**config.mk**
```make
export PLATFORM = sky130hd
export DESIGN_NAME = imem_loader
export DESIGN_NICKNAME = d
export VERILOG_FILES = /design/src/rtl/imem_loader.sv
export SDC_FILE = /design/constraint.sdc
export NUM_CORES = 1
export LEC_CHECK = 0
export ABC_CLOCK_PERIOD_IN_PS = 7950
export CAP_MARGIN = 20
export CORE_AREA = 8 8 115 96
export DETAILED_ROUTE_END_ITERATION = 12
export DIE_AREA = 0 0 123 104
export PLACE_DENSITY = 0.95
export RECOVER_POWER = 25
export SLEW_MARGIN = 30
export SYNTH_ARGS = -nofsm -noshare
export SYNTH_HDL_FRONTEND = slang
export SYNTH_SLANG_ARGS = --single-unit
```
**constraint.sdc**
```tcl
create_clock -name clk -period 7.95 [get_ports clk]
set_input_delay 1.59 -clock clk [delete_from_list [all_inputs] [get_ports clk]]
set_output_delay 1.59 -clock clk [all_outputs]
set_load 0.02 [all_outputs]
```
**src/rtl/imem_loader.sv**
```systemverilog
// ---------------------------------------------------------------------------
// imem_loader
//
// Purpose:
//   Boot-time feeder for the instruction RAM. Takes a byte stream from a
//   serial front end, rebuilds little-endian 32-bit words and writes them
//   one after another into the RAM starting at BASE_ADDR. The CPU core is
//   kept in reset until the whole image has landed in memory.
//
//   Image layout on the wire:
//     4 bytes  word count N, LSB first
//     4*N bytes data words, each LSB first
//     (+1 byte 8-bit modular sum of all data bytes, checksum build only)
//
// Build option:
//   IMEM_LOADER_CHECKSUM_EN - when defined, a trailing checksum byte must
//   follow the data words and match the sum of all data bytes before the
//   CPU is released; a mismatch rejects the image.
//
// Ports:
//   clk       in   1  system clock, rising edge
//   rst       in   1  asynchronous active-high reset
//   rx_valid  in   1  byte present on rx_data this cycle (no backpressure)
//   rx_data   in   8  received byte
//   mem_we    out  1  RAM write enable, one cycle per word
//   mem_addr  out 32  RAM byte address of the current/last write
//   mem_din   out 32  RAM write data
//   cpu_hold  out  1  1 = CPU held in reset
//   done      out  1  image loaded (sticky until rst)
//   error     out  1  image rejected (sticky until rst)
// ---------------------------------------------------------------------------
module imem_loader #(
    parameter logic [31:0] BASE_ADDR = 32'h0000_0000,
    parameter int unsigned MAX_WORDS = 1024
) (
    input  logic        clk,
    input  logic        rst,
    input  logic        rx_valid,
    input  logic [7:0]  rx_data,
    output logic        mem_we,
    output logic [31:0] mem_addr,
    output logic [31:0] mem_din,
    output logic        cpu_hold,
    output logic        done,
    output logic        error
);

    localparam int WCW = $clog2(MAX_WORDS + 1);

`ifdef IMEM_LOADER_CHECKSUM_EN
    typedef enum logic [2:0] {S_LEN, S_DATA, S_CSUM, S_DONE, S_ERR} state_t;
    localparam state_t S_AFTER_DATA = S_CSUM;
`else
    typedef enum logic [2:0] {S_LEN, S_DATA, S_DONE, S_ERR} state_t;
    localparam state_t S_AFTER_DATA = S_DONE;
`endif

    state_t          state_q, state_d;
    logic [1:0]      byte_cnt_q, byte_cnt_d;
    logic [WCW-1:0]  word_cnt_q, word_cnt_d;
    logic [31:0]     len_q, len_d;
    logic [23:0]     shift_q, shift_d;
    logic            mem_we_q, mem_we_d;
    logic [31:0]     mem_addr_q, mem_addr_d;
    logic [31:0]     mem_din_q, mem_din_d;
    logic [31:0]     len_full;
    logic [31:0]     word_full;
`ifdef IMEM_LOADER_CHECKSUM_EN
    logic [7:0]      sum_q, sum_d;
`endif

    // The incoming byte completes the length / data word in the same cycle
    // it is sampled, so the full value is formed from the buffer plus rx_data.
    assign len_full  = {rx_data, len_q[23:0]};
    assign word_full = {rx_data, shift_q};

    always_ff @(posedge clk or posedge rst) begin
        if (rst) begin
            state_q    <= S_LEN;
            byte_cnt_q <= '0;
            word_cnt_q <= '0;
            len_q      <= '0;
            shift_q    <= '0;
            mem_we_q   <= 1'b0;
            mem_addr_q <= BASE_ADDR;
            mem_din_q  <= '0;
`ifdef IMEM_LOADER_CHECKSUM_EN
            sum_q      <= '0;
`endif
        end else begin
            state_q    <= state_d;
            byte_cnt_q <= byte_cnt_d;
            word_cnt_q <= word_cnt_d;
            len_q      <= len_d;
            shift_q    <= shift_d;
            mem_we_q   <= mem_we_d;
            mem_addr_q <= mem_addr_d;
            mem_din_q  <= mem_din_d;
`ifdef IMEM_LOADER_CHECKSUM_EN
            sum_q      <= sum_d;
`endif
        end
    end

    always_comb begin
        state_d    = state_q;
        byte_cnt_d = byte_cnt_q;
        word_cnt_d = word_cnt_q;
        len_d      = len_q;
        shift_d    = shift_q;
        mem_we_d   = 1'b0;
        mem_addr_d = mem_addr_q;
        mem_din_d  = mem_din_q;
`ifdef IMEM_LOADER_CHECKSUM_EN
        sum_d      = sum_q;
`endif

        case (state_q)
            S_LEN: begin
                if (rx_valid) begin
                    len_d[{byte_cnt_q, 3'b000} +: 8] = rx_data;
                    byte_cnt_d = byte_cnt_q + 2'd1;
                    if (byte_cnt_q == 2'd3) begin
                        if (len_full == 32'd0) begin
                            state_d = S_AFTER_DATA;
                        end else if (len_full > MAX_WORDS) begin
                            state_d = S_ERR;
                        end else begin
                            state_d = S_DATA;
                        end
                    end
                end
            end

            S_DATA: begin
                if (rx_valid) begin
                    byte_cnt_d = byte_cnt_q + 2'd1;
`ifdef IMEM_LOADER_CHECKSUM_EN
                    sum_d = sum_q + rx_data;
`endif
                    case (byte_cnt_q)
                        2'd0: shift_d[7:0]   = rx_data;
                        2'd1: shift_d[15:8]  = rx_data;
                        2'd2: shift_d[23:16] = rx_data;
                        default: begin
                            // Fourth byte: launch the write on this edge so the
                            // RAM sees it one cycle after the byte was sampled.
                            mem_we_d   = 1'b1;
                            mem_din_d  = word_full;
                            mem_addr_d = BASE_ADDR + (32'(word_cnt_q) << 2);
                            word_cnt_d = word_cnt_q + WCW'(1);
                            if (32'(word_cnt_q) + 32'd1 == len_q) begin
                                state_d = S_AFTER_DATA;
                            end
                        end
                    endcase
                end
            end

`ifdef IMEM_LOADER_CHECKSUM_EN
            S_CSUM: begin
                if (rx_valid) begin
                    state_d = (rx_data == sum_q) ? S_DONE : S_ERR;
                end
            end
`endif

            default: begin
            end
        endcase
    end

    // Completion is withheld while the final write is still on the RAM port,
    // so the CPU is only released after the last word is really stored.
    assign mem_we   = mem_we_q;
    assign mem_addr = mem_addr_q;
    assign mem_din  = mem_din_q;
    assign done     = (state_q == S_DONE) && !mem_we_q;
    assign error    = (state_q == S_ERR);
    assign cpu_hold = !done;

endmodule

```
==> results.rst <==
.. list-table::
   :header-rows: 1

   * - Metric
     - Value
   * - Average cell area after synthesis
     - 10.03 sq um
   * - Pwr per Cell Area
     - roughly 400 nW/um^2
   * - Initial antenna violation count
     - 0
   * - Leading cell type by number of instances after synthesis
     - sky130_fd_sc_hd__nand2_1
   * - Setup ws final
     - 3.129 ns
   * - Clock latency on the worst-skew pair
     - between 0.4 and 0.5 ns
   * - Total length of routed wires
     - 13260 um
   * - Detailed Routing Iterations Pass 1
     - 5
   * - Largest cells by area after synthesis
     - sky130_fd_sc_hd__dfrtp_1 56%, sky130_fd_sc_hd__nand2_1 13%, sky130_fd_sc_hd__mux2_2 5.2%
   * - Hold buffers post-CTS
     - 0
   * - Grt total ovfl
     - 0
   * - Share of flip-flops with an asynchronous set or reset after synthesis
     - 1.000
   * - Weighted congestion reported at the end of routability-driven placement
     - 0.8742
   * - Postcts setup bufs
     - 0
   * - Detailed placement HPWL
     - roughly 8300 um
   * - Via count of the first global-routing pass
     - around 4.2k
   * - Type of the setup path with the least slack
     - primary input to register
   * - Transition time of the tightest slew-check pin
     - 2.258 ns
   * - Outcome
     - finished, violations left
   * - Final standard cell area without fillers
     - 6340 sq um
   * - Overall die height
     - about 100 um
   * - Distinct cells, synth
     - 51
   * - TritonCTS clock tree
     - built
   * - Static leakage
     - roughly 0.003 uW
   * - Number of synthesized flops with an enable pin
     - 0
   * - Cell taking the most area after synthesis
     - sky130_fd_sc_hd__dfrtp_1
   * - Number of violations of the max-capacitance limit
     - 1
   * - RSZ-0062 raised after global routing
     - false
   * - Clock tree root driver cell
     - sky130_fd_sc_hd__clkbuf_16
   * - Hold Vio Cnt, Final
     - 0
   * - Total area of multi-input combinational cells
     - about 2100 sq um
   * - Synthesis-to-finish area growth
     - 22.51%
   * - CTS Sinks
     - approximately 120
   * - Final Skew
     - 0.008018 ns
   * - Count of endpoints failing setup in the final report
     - 0
   * - Routed WL per cell
     - approximately 19 um
   * - Syn Std Cell Area
     - between 5000 and 6000 sq um
   * - Sequential cell area
     - roughly 2900 sq um
   * - Post-synthesis register bit count
     - between 100 and 150
   * - Classification of the worst-slack hold path
     - register to register
   * - Largest net degree at the start of global routing
     - slightly above 90
   * - Share of the synthesized area in the top cell type
     - 0.5561
   * - Global routing usage summed across all routing layers
     - 0.2142
   * - Final period demand of the worst path
     - 4.821 ns
   * - Global-route wire length before repair
     - between 20000 and 25000 um
   * - Part of the Yosys area used for sequential elements
     - 0.5561
   * - Port bufs
     - 57
   * - Final period utilization
     - 0.6064
   * - Power, Total
     - about 2600 uW
   * - Antenna diode instance count
     - 0
   * - Largest buffer count on any clock path
     - 2
   * - Summed negative setup slack over all endpoints
     - 0 ns
   * - Number of warning messages in the yosys log
     - 0
   * - Number of nets with antenna violations after detailed routing
     - 0
   * - Pre-CTS worst setup slack
     - between 4 and 5 ns
   * - Top Ports
     - slightly below 80
   * - Data arrival at the endpoint of the critical path
     - 5.11 ns
   * - Synth Instances
     - between 500 and 600
   * - Worst Setup End Kind
     - register
   * - Core Box Area
     - between 9000 and 10000 sq um
   * - Row count
     - 32
   * - Number of DRC markers after the initial detailed-route iteration
     - about 480
   * - Total number of vias
     - around 4.1k
   * - Max Clock Freq
     - around 210 MHz
   * - Total Die Area
     - between 10000 and 15000 sq um
   * - Filler Cells Inserted
     - 652
   * - Die X-Extent
     - 123 um
   * - Number of buffers inserted during clock tree synthesis
     - 17
   * - Post-placement cell area
     - approximately 5700 sq um
   * - Number of remaining DRC errors
     - 0
   * - Data required time at the worst endpoint
     - between 8 and 9 ns
   * - Initial standard-cell utilization of the core
     - 0.5571
   * - Layout cell share with drive strength beyond 1
     - 0.1132
   * - Most used DFF post-synth
     - sky130_fd_sc_hd__dfrtp_1
   * - Maximum fanout along the worst path
     - a little under 50
   * - Number of levels the H-tree was split into
     - 4
   * - Violations in the final reports
     - capacitance limit, slew limit
   * - Number of cells upsized or downsized after cts
     - 0
   * - Clock Pin Slew Worst Setup and Hold Paths
     - about 0.05 ns
   * - Net count, final
     - between 500 and 600
   * - Startpoint class of the critical path
     - primary input
   * - Final max-slew violation count
     - 50
   * - Worst slew slack as a fraction of its limit
     - -0.5054
   * - List of most frequent post-synthesis cells
     - 175 x sky130_fd_sc_hd__nand2_1, 115 x sky130_fd_sc_hd__dfrtp_1, 24 x sky130_fd_sc_hd__mux2_2
   * - Via-to-Cell Ratio
     - approximately 5.8
   * - Worst IR Drop VDD
     - between 0.0002 and 0.00025 V
-- where the power goes --
part / internal, uW / total [uW] / switching [uW]
clock network: 515 / 777 / 262
logic: 367 / 828 / 460
registers: 794 / 960 / 166
-- final timing paths --
check	slack, ns	cells after the start	start	to
worst min register to register	0.47	2	shift_q[9]	mem_din[9]
worst max-delay path	3.13	8	rx_valid	word_cnt_q[8]
max in group asynchronous	4.85	3	rst	state_q[0]
worst max register to register	4.25	8	byte_cnt_q[0]	word_cnt_q[8]
min in group asynchronous	1.84	2	rst	mem_addr[12]
worst min-delay path	0.47	2	shift_q[9]	mem_din[9]
-- layout by cell type, fill, tap and decap left out, types with 3 or more instances in the layout --
master                            count
sky130_fd_sc_hd__o21ai_0             20
sky130_fd_sc_hd__clkdlybuf4s50_1     55
sky130_fd_sc_hd__ha_1                 7
sky130_fd_sc_hd__nor4_1               9
sky130_fd_sc_hd__clkinvlp_4           3
sky130_fd_sc_hd__a31oi_1              3
sky130_fd_sc_hd__dfrtp_1            115
sky130_fd_sc_hd__nor3_1               7
sky130_fd_sc_hd__inv_1                6
sky130_fd_sc_hd__nand2_1            175
sky130_fd_sc_hd__a22o_1              14
sky130_fd_sc_hd__clkbuf_8             3
sky130_fd_sc_hd__nand3_1             12
sky130_fd_sc_hd__nand4_1              3
sky130_fd_sc_hd__clkbuf_1             4
sky130_fd_sc_hd__nor2_1              11
sky130_fd_sc_hd__mux2_2              24
sky130_fd_sc_hd__xnor2_1             10
sky130_fd_sc_hd__clkinv_2             3
sky130_fd_sc_hd__conb_1              21
sky130_fd_sc_hd__xor2_1              12
sky130_fd_sc_hd__clkbuf_16           17
sky130_fd_sc_hd__bufinv_16            3
-- registers in the layout, summed over array words and instances (netlist names) --
register / flops
mem_addr: 11
mem_we: 1
len_q: 32
state_q: 2
byte_cnt_q: 2
shift_q: 24
word_cnt_q: 11
mem_din: 32
-- worst max-delay path, stage by stage --
cell and delay [ns]:
sky130_fd_sc_hd__dlygate4sd3_1 0.65, sky130_fd_sc_hd__nand4b_1 0.15, sky130_fd_sc_hd__clkbuf_1 1.62, sky130_fd_sc_hd__inv_1 0.14, sky130_fd_sc_hd__buf_4 0.38, sky130_fd_sc_hd__and3_1 0.23, sky130_fd_sc_hd__and3_1 0.19, sky130_fd_sc_hd__xor2_1 0.14
-- per-layer routing --
metal | up-vias | global-route usage | share of wire
li1 | 1792 | - | -
met1 | 2008 | 0.2597 | 0.38
met2 | 239 | 0.3494 | 0.50
met3 | 41 | 0.06240 | 0.097
met4 | 0 | 0.08584 | 0.025
met5 | - | 0 | 0
-- metrics by stage --
stage | hold WS, ns | util | std cells
after CTS | 0.4666 | 0.6836 | 702
after global placement | 0.4478 | 0.6180 | 670
after detailed placement | 0.4517 | 0.6184 | 670
after floorplan | 0.4331 | - | 536
after global routing | 0.4863 | 0.6825 | 702
final | 0.4667 | 0.6825 | 702
-- cells by family after synthesis --
logic type	synth area share
and+or+nand+nor	0.2077
buffers and inverters	0.05416
adders and majority gates	0.01692
xor gates and xnor gates	0.03723
muxes	0.05222
other	0.0007246
DFF	0.5561
AOI/OAI and AO/OA	0.07496
-- cell type report --
type,instances,share of cell area
Clock buffer,23,0.07539
Clock inverter,9,0.02013
Inverter,7,0.004342
Multi-Input combinational cell,369,0.3292
Sequential cell,115,0.4539
Tap cell,119,0.02349
Timing Repair Buffer,60,0.09355
No activity file was read; power rests on OpenSTA's default activity.
